### src/rtl/div_arbiter_if.sv
// Signal bundle around div_arbiter: requester-side request/response lines
// plus the start/done handshake to the shared divider.
interface div_arbiter_if #(
    parameter int DATA_W = 32,
    parameter int N_REQ  = 4
);
    logic [N_REQ-1:0]        req;
    logic [N_REQ*DATA_W-1:0] dividend;
    logic [N_REQ*DATA_W-1:0] divisor;
    logic [N_REQ-1:0]        ack;
    logic [N_REQ-1:0]        res_valid;
    logic [DATA_W-1:0]       quotient;
    logic [DATA_W-1:0]       remainder;
    logic                    busy;
    logic                    div_start;
    logic [DATA_W-1:0]       div_dividend;
    logic [DATA_W-1:0]       div_divisor;
    logic                    div_done;
    logic [DATA_W-1:0]       div_quotient;
    logic [DATA_W-1:0]       div_remainder;

    modport master (
        input  req, dividend, divisor, div_done, div_quotient, div_remainder,
        output ack, res_valid, quotient, remainder, busy,
               div_start, div_dividend, div_divisor
    );

    modport slave (
        output req, dividend, divisor, div_done, div_quotient, div_remainder,
        input  ack, res_valid, quotient, remainder, busy,
               div_start, div_dividend, div_divisor
    );
endinterface

### src/rtl/div_arbiter.sv
// Round-robin scheduler sharing one sequential divider among N_REQ requesters;
// divide-by-zero is answered locally without starting the divider.
module div_arbiter #(
    parameter int DATA_W = 32,
    parameter int N_REQ  = 4
) (
    input logic           clk,
    input logic           rst,
    div_arbiter_if.master bus
);
    localparam int IDX_W = $clog2(N_REQ);

    typedef enum logic [1:0] {IDLE, ISSUE, WAIT, RESP} state_t;

    state_t           state, state_nxt;
    logic [IDX_W-1:0] ptr, gnt, winner;
    logic             any_req, zero_div;

    // First set request bit scanning ptr, ptr+1, ... modulo N_REQ.
    function automatic logic [IDX_W-1:0] rr_pick(input logic [N_REQ-1:0] r,
                                                 input logic [IDX_W-1:0] p);
        logic [IDX_W-1:0] pick;
        int               idx;
        pick = p;
        for (int k = N_REQ - 1; k >= 0; k--) begin
            idx = int'(p) + k;
            if (idx >= N_REQ) idx = idx - N_REQ;
            if (r[idx]) pick = IDX_W'(idx);
        end
        return pick;
    endfunction

    function automatic logic [IDX_W-1:0] next_idx(input logic [IDX_W-1:0] g);
        return (g == IDX_W'(N_REQ - 1)) ? '0 : g + 1'b1;
    endfunction

    assign winner   = rr_pick(bus.req, ptr);
    assign any_req  = |bus.req;
    assign zero_div = (bus.div_divisor == '0);

    always_ff @(posedge clk or posedge rst) begin
        if (rst) state <= IDLE;
        else     state <= state_nxt;
    end

    always_comb begin
        state_nxt = state;
        case (state)
            IDLE:    if (any_req) state_nxt = ISSUE;
            ISSUE:   state_nxt = zero_div ? RESP : WAIT;
            WAIT:    if (bus.div_done) state_nxt = RESP;
            RESP:    state_nxt = IDLE;
            default: state_nxt = IDLE;
        endcase
    end

    always_comb begin
        bus.ack       = '0;
        bus.res_valid = '0;
        bus.div_start = 1'b0;
        bus.busy      = (state != IDLE);
        case (state)
            ISSUE: begin
                bus.ack[gnt]  = 1'b1;
                bus.div_start = !zero_div;
            end
            RESP:    bus.res_valid[gnt] = 1'b1;
            default: ;
        endcase
    end

    // Operands stay latched from ISSUE through WAIT; div_done is only heeded in WAIT.
    always_ff @(posedge clk or posedge rst) begin
        if (rst) begin
            ptr              <= '0;
            gnt              <= '0;
            bus.div_dividend <= '0;
            bus.div_divisor  <= '0;
            bus.quotient     <= '0;
            bus.remainder    <= '0;
        end else begin
            case (state)
                IDLE: if (any_req) begin
                    gnt              <= winner;
                    bus.div_dividend <= bus.dividend[int'(winner)*DATA_W +: DATA_W];
                    bus.div_divisor  <= bus.divisor[int'(winner)*DATA_W +: DATA_W];
                end
                ISSUE: if (zero_div) begin
                    bus.quotient  <= '1;
                    bus.remainder <= bus.div_dividend;
                end
                WAIT: if (bus.div_done) begin
                    bus.quotient  <= bus.div_quotient;
                    bus.remainder <= bus.div_remainder;
                end
                RESP:    ptr <= next_idx(gnt);
                default: ;
            endcase
        end
    end
endmodule
### src/flat_wrapper.sv
// flat-port wrapper written by rule: the top's interface ports become plain ports
module div_arbiter_flat 
#(
    parameter int DATA_W = 32,
    parameter int N_REQ  = 4
)
  (clk, rst, bus_req, bus_dividend, bus_divisor, bus_div_done, bus_div_quotient, bus_div_remainder, bus_ack, bus_res_valid, bus_quotient, bus_remainder, bus_busy, bus_div_start, bus_div_dividend, bus_div_divisor);
  div_arbiter_if #(.DATA_W(DATA_W), .N_REQ(N_REQ)) bus_i ();
  input logic clk;
  input logic rst;
  input wire logic [$bits(bus_i.req)-1:0] bus_req;
  input wire logic [$bits(bus_i.dividend)-1:0] bus_dividend;
  input wire logic [$bits(bus_i.divisor)-1:0] bus_divisor;
  input wire logic [$bits(bus_i.div_done)-1:0] bus_div_done;
  input wire logic [$bits(bus_i.div_quotient)-1:0] bus_div_quotient;
  input wire logic [$bits(bus_i.div_remainder)-1:0] bus_div_remainder;
  output wire logic [$bits(bus_i.ack)-1:0] bus_ack;
  output wire logic [$bits(bus_i.res_valid)-1:0] bus_res_valid;
  output wire logic [$bits(bus_i.quotient)-1:0] bus_quotient;
  output wire logic [$bits(bus_i.remainder)-1:0] bus_remainder;
  output wire logic [$bits(bus_i.busy)-1:0] bus_busy;
  output wire logic [$bits(bus_i.div_start)-1:0] bus_div_start;
  output wire logic [$bits(bus_i.div_dividend)-1:0] bus_div_dividend;
  output wire logic [$bits(bus_i.div_divisor)-1:0] bus_div_divisor;
  assign bus_i.req = bus_req;
  assign bus_i.dividend = bus_dividend;
  assign bus_i.divisor = bus_divisor;
  assign bus_i.div_done = bus_div_done;
  assign bus_i.div_quotient = bus_div_quotient;
  assign bus_i.div_remainder = bus_div_remainder;
  assign bus_ack = bus_i.ack;
  assign bus_res_valid = bus_i.res_valid;
  assign bus_quotient = bus_i.quotient;
  assign bus_remainder = bus_i.remainder;
  assign bus_busy = bus_i.busy;
  assign bus_div_start = bus_i.div_start;
  assign bus_div_dividend = bus_i.div_dividend;
  assign bus_div_divisor = bus_i.div_divisor;
  div_arbiter #(.DATA_W(DATA_W), .N_REQ(N_REQ)) u_core (.clk(clk), .rst(rst), .bus(bus_i));
endmodule
### config.mk
export PLATFORM = sky130hd
export DESIGN_NAME = div_arbiter_flat
export DESIGN_NICKNAME = d
export VERILOG_FILES = /design/src/rtl/div_arbiter_if.sv /design/src/rtl/div_arbiter.sv /design/src/flat_wrapper.sv
export SDC_FILE = /design/constraint.sdc
export NUM_CORES = 1
export LEC_CHECK = 0
export BUFFER_PORTS_ARGS = -buffer_cell sky130_fd_sc_hd__buf_2
export CAP_MARGIN = 20
export CORE_AREA = 2 2 182 184
export DETAILED_ROUTE_END_ITERATION = 6
export DIE_AREA = 0 0 184 186
export PLACE_DENSITY = 0.54
export SLEW_MARGIN = 5
export SYNTH_ARGS = -nofsm -noshare
export SYNTH_HDL_FRONTEND = slang
export SYNTH_SLANG_ARGS = --single-unit
### constraint.sdc
create_clock -name clk -period 5.8 [get_ports clk]
set_clock_uncertainty 0.05 [all_clocks]
set_input_delay 1.16 -clock clk [delete_from_list [all_inputs] [get_ports clk]]
set_output_delay 1.16 -clock clk [all_outputs]
set_load 0.02 [all_outputs]
After elaboration in Yosys (flattened, before gate mapping) --
Index checks and enable logic that the tools add are counted.
Storage, ports and cells: register bits after elaboration 134, input bits 327, output and inout bits 138
Cells by class: add/sub/neg operators 8, magnitude comparators 10, equal/unequal tests 7, shift operators 2, multiplexer cells 36, reduce and logical (&&, ||, !) cells 10
Operators with widths (count):
- 2-to-1 mux 32 bit | 8
- variable part select 128 x 8 -> 32 bit | 2
- < comparator 32 x 4 -> 1 bit (second input constant) | 4
- one-hot mux 32 bit (2 select lines) | 2
- >= comparator 32 x 4 -> 1 bit (second input constant) | 3
- subtractor 32 x 4 -> 32 bit (second input constant) | 3
- logical NOT 32 bit | 1
- 2-to-1 mux 2 bit | 7
- 2-to-1 mux 1 bit | 11
- binary-select mux 1 bit (select 2 bit) | 4
- 2-to-1 mux 4 bit | 2
- one-hot mux 2 bit (4 select lines) | 1
- adder 2 x 2 -> 3 bit (second input constant) | 2
- equality test 2 bit (second input constant) | 3
- inequality test 2 x 1 -> 1 bit (second input constant) | 2
- AND reduction 2 bit | 2
- nonzero test 2 bit | 2
- OR reduction 4 bit | 1
- subtractor 2 x 3 -> 4 bit (second input constant) | 1
- adder 2 x 1 -> 3 bit (second input constant) | 1
- >= comparator 2 x 3 -> 1 bit (second input constant) | 1
- < comparator 2 x 3 -> 1 bit (second input constant) | 1
- AND reduction 3 bit | 1
- adder 2 x 1 -> 2 bit (second input constant) | 1
- 7 further kinds | 7

Longest topological paths before layout --
depth after elaboration 11, gate-level depth with buffers 8

Least setup slack after synthesis --
No wires, ideal clock.
path type input -> register, start in bus_req[3], end reg u_core.bus.div_dividend[16] in the netlist's numbering, setup time 0.142 ns, arrival 2.375 ns, required time 5.608 ns, path slack 3.233 ns, cell stages on the path 7, path buffers 2, cells stage by stage and3b_1 > a2111o_1 > a21o_1 > buf_4 > buf_6 > a211oi_1 > a211oi_1
On the way: word-level cells in the longest chain between the ends 8, elaborated cells on any way between the ends 19
RTL lines:
- start: declaration | line flat_wrapper.sv:11 | input wire logic [$bits(bus_i.req)-1:0] bus_req;
- binary-select mux 1 bit (select 2 bit) | line div_arbiter.sv:28 | if (r[idx]) pick = IDX_W'(idx);
- 2-to-1 mux 1 bit (implied by the code) (2 in a row) | line div_arbiter.sv:28
- 2-to-1 mux 2 bit (4 in a row) | line div_arbiter.sv:28
- variable part select 128 x 8 -> 32 bit | line div_arbiter.sv:85 | bus.div_dividend <= bus.dividend[int'(winner)*DATA_W +: DATA_W];
- end signal: assignment | line div_arbiter.sv:85
- end: declaration | line div_arbiter_if.sv:25 | div_start, div_dividend, div_divisor
Parallel ways exist; a longest one is shown, timed or not. The select of a mux whose other input is x is not followed. A chain may end at the register's enable or synchronous reset.

Final worst setup path --
start in bus_req[3], end reg u_core.bus.div_divisor[31] in the netlist's numbering
On the way: word-level cells in the longest chain between the ends 8, elaborated cells on any way between the ends 19
RTL lines:
- binary-select mux 1 bit (select 2 bit) | line div_arbiter.sv:28
- 2-to-1 mux 1 bit (implied by the code) (2 in a row) | line div_arbiter.sv:28
- 2-to-1 mux 2 bit (4 in a row) | line div_arbiter.sv:28
- variable part select 128 x 8 -> 32 bit | line div_arbiter.sv:86 | bus.div_divisor <= bus.divisor[int'(winner)*DATA_W +: DATA_W];
- end signal: assignment | line div_arbiter.sv:86
- end: declaration | line div_arbiter_if.sv:25
Parallel ways exist; a longest one is shown, timed or not. The select of a mux whose other input is x is not followed.

==> metrics.md <==
| Metric | Value |
|---|---|
| Starting density of the core | 24.6% |
| Fmax | 287 MHz |
| Setup violations, final | 0 |
| Mapped Nets | between 1k and 1.5k |
| PortBufs | 464 |
| Drt first-iter violations | 422 |
| Setup CP Type | in2reg |
| Final Critical Period | 3.48 ns |
| Tcrit/Tclk final | 60.0% |
| Final hold vios | 0 |
| Rows | 66 |
| DPL Wire Length | 23100 um |
| Clk buf depth | 2 |
| Root Driver | clkbuf_16 |
| Antenna violations before repair | 4 |
| I/O pin cnt | 465 |
| Arr. time, crit path | approximately 3.8 ns |
| Total Wirelength | about 32000 um |
| Vias per cell | 4.78 |
| Multi-input logic area | approximately 4000 sq um |
| Synth Register Bits | 134 |
| Clk Latency, worst-skew pair | 0.42 ns |
| Post_cts resized | 0 |
| Fillers | 3353 |
| Setup repair bufs after CTS | 0 |
| CP endpoint kind | flop |
| Setup TNS | 0 ns |
| First-pass GRT wire length | 45500 um |
| Post-Place Cell Area | 10600 sq um |
| Die ar. | 34200 sq um |
| Largest net degree at the start of global routing | 97 |
| Fin. max-slew vios | 0 |
| Slowest stage delay, CP | 0.70 ns |
| TritonRoute pass-1 iters | 5 |
| Cell chain of the critical path | buf_2 > nor4_1 > nand2b_1 > a21o_2 > buf_4 > a211oi_1 > a211oi_1 |
| Yosys warnings | 0 |
| DRC viols | 0 |
| Routed length per placed instance | ~19 um |
| Crit path top cell by count | a211oi_1 |
| Via Count | between 7k and 8k |
| Least-Margin Pin Slew | 0.990 ns |
| Predominant post-synthesis flop cell | dfrtp_1 |
| Die Span Y | 186 um |
| EDFF count, synth | 0 |
| Crit path required time | 6.07 ns |
| Critical path fanouts, max | 34 |
| Fin area | between 10000 and 15000 sq um |
| Lkg Pwr | 5.12 nW |
| Gpl congestion | 0.841 |
| Netlist cell types | 32 |
| CTS Buf Count | 17 |
| RSZ-0062 raised after global routing | no |
| Status | finished clean |
| Slew headroom | between 30% and 40% |
| Seq/Total Area, Yosys | a little over two fifths |
| Share of cells above drive strength 1 | between 50% and 60% |
| Ys async rst share | 100% |
| H-tree Lvls | 4 |
| Sink Count | roughly 130 |
| Fin util | 34.6% |
| Commonest cells after routing, fill and taps aside | buf_2, dfrtp_1, a211oi_1 |
| Post-CTS Hold Fix Bufs | 0 |
| Peak VDD IR | about 0.53 mV |
| P&R area growth vs syn | 40.5% |
| Power, Total | 6.04 mW |
| Syn Std Cell Area | 7930 sq um |
| Power density cells | 542 nW/um^2 |
| Overflow after GRT | 0 |
| Layout Nets | 1546 |
| FF+latch area | 3350 sq um |
| Core region area | 32200 sq um |
| Syn Inst Count | approximately 790 |
| Die width | 184 um |
| Clock-pin slew on the worst setup and hold paths | around 0.060 ns |
| Tot GR Track Use | 17.7% |
| Number of routed nets with antenna violations | 0 |
| Most common cell after layout, fill and taps aside | buf_2 |
| Worst Setup Start Kind | input pin |
| Syn avg cell area | a little over 10 sq um |
| Vias in the first global route | a little under 8k |
| Maxcap violations | 0 |
| CTS tree | yes |
| Slowest-stage cell, CP | nor4_1 |
| Worst hold path class | reg2reg |
==> through the flow <==
step | std cells | setup WS, ns | hold WS (ns)
finish | 1633 | 2.32 | 0.450
detailed placement | 1600 | 1.92 | 0.439
global route | 1633 | 2.11 | 0.461
global placement | 1600 | 2.01 | 0.433
floorplan | 787 | 1.01 | 0.456
CTS | 1632 | 2.38 | 0.454
==> where the power goes <==
group          internal [mW]  total (mW)  switching (mW)
clock                  0.604        1.08           0.480
combinational           1.29        3.28            1.99
sequential              1.37        1.68           0.314
total                   3.26        6.04            2.78
==> flip-flops by register name, summed over array words and instances (netlist names) <==
name	cells
u_core.bus.quotient	32
u_core.bus.div_divisor	32
u_core.state	2
u_core.ptr	2
u_core.gnt	2
u_core.bus.remainder	32
u_core.bus.div_dividend	32
==> Yosys cell counts, drive strengths merged, types with 4 or more instances <==
cell type	instances	area share, %
and2	8	0.63
nor2b	4	0.32
a31oi	64	5.0
inv	72	3.4
clkbuf	37	1.8
buf	33	2.8
nor2	68	3.2
dfrtp	134	42
nor4	9	0.71
nand2b	33	2.6
mux2	97	14
a211oi	128	12
mux2i	64	8.1
ha	8	1.3
o21ai	8	0.50
nand2	4	0.19
==> per-layer routing <==
metal	global-route usage, %	vias up	wire length [um]	share of wire [%]
met5	0	-	24	0.076
met4	5.50	4	506	1.6
met3	3.95	30	2090	6.6
met2	31.1	337	15800	50
met1	21.6	3721	13200	42
li1	-	3716	-	-
==> worst paths after layout <==
check,slack (ns),endpoint,cells past startpoint,from
worst max-delay path,2.32,u_core.bus.div_divisor[31],7,bus_req[3]
worst min-delay path,0.45,u_core.bus.quotient[19],1,u_core.bus.quotient[19]
worst max register to register,2.88,u_core.bus.remainder[28],6,u_core.state[1]
worst min register to register,0.45,u_core.bus.quotient[19],1,u_core.bus.quotient[19]
max in group asynchronous,3.66,u_core.bus.remainder[5],3,rst
min in group asynchronous,0.90,u_core.bus.quotient[20],2,rst
==> logic make-up after synthesis <==
kind of cell             after synthesis  share of synthesized area [%]
AND/OR/NAND/NOR                      133                           8.22
flip-flops                           134                           42.3
AO/OA/AOI/OAI                        209                           18.5
buffers and inverters                142                           7.92
multiplexers                         161                           21.8
adder cells (fa/ha/maj)                8                           1.26
==> worst max-delay path, delay by kind of cell <==
kind | cells | cell delay, ns
simple gates | 2 | 0.93
buf+inv | 2 | 0.63
compound gates | 3 | 0.95
==> area by class of cell <==
type	count	area share, %
diodes	1	0.0225
flip-flops and latches	134	30.1
inverters	72	2.47
clock inverters	14	1.27
multi-input cells	511	36.0
well taps	408	4.58
clock buffers	18	3.85
repair buffers	475	21.7
No activity file was read; power rests on OpenSTA's default activity.
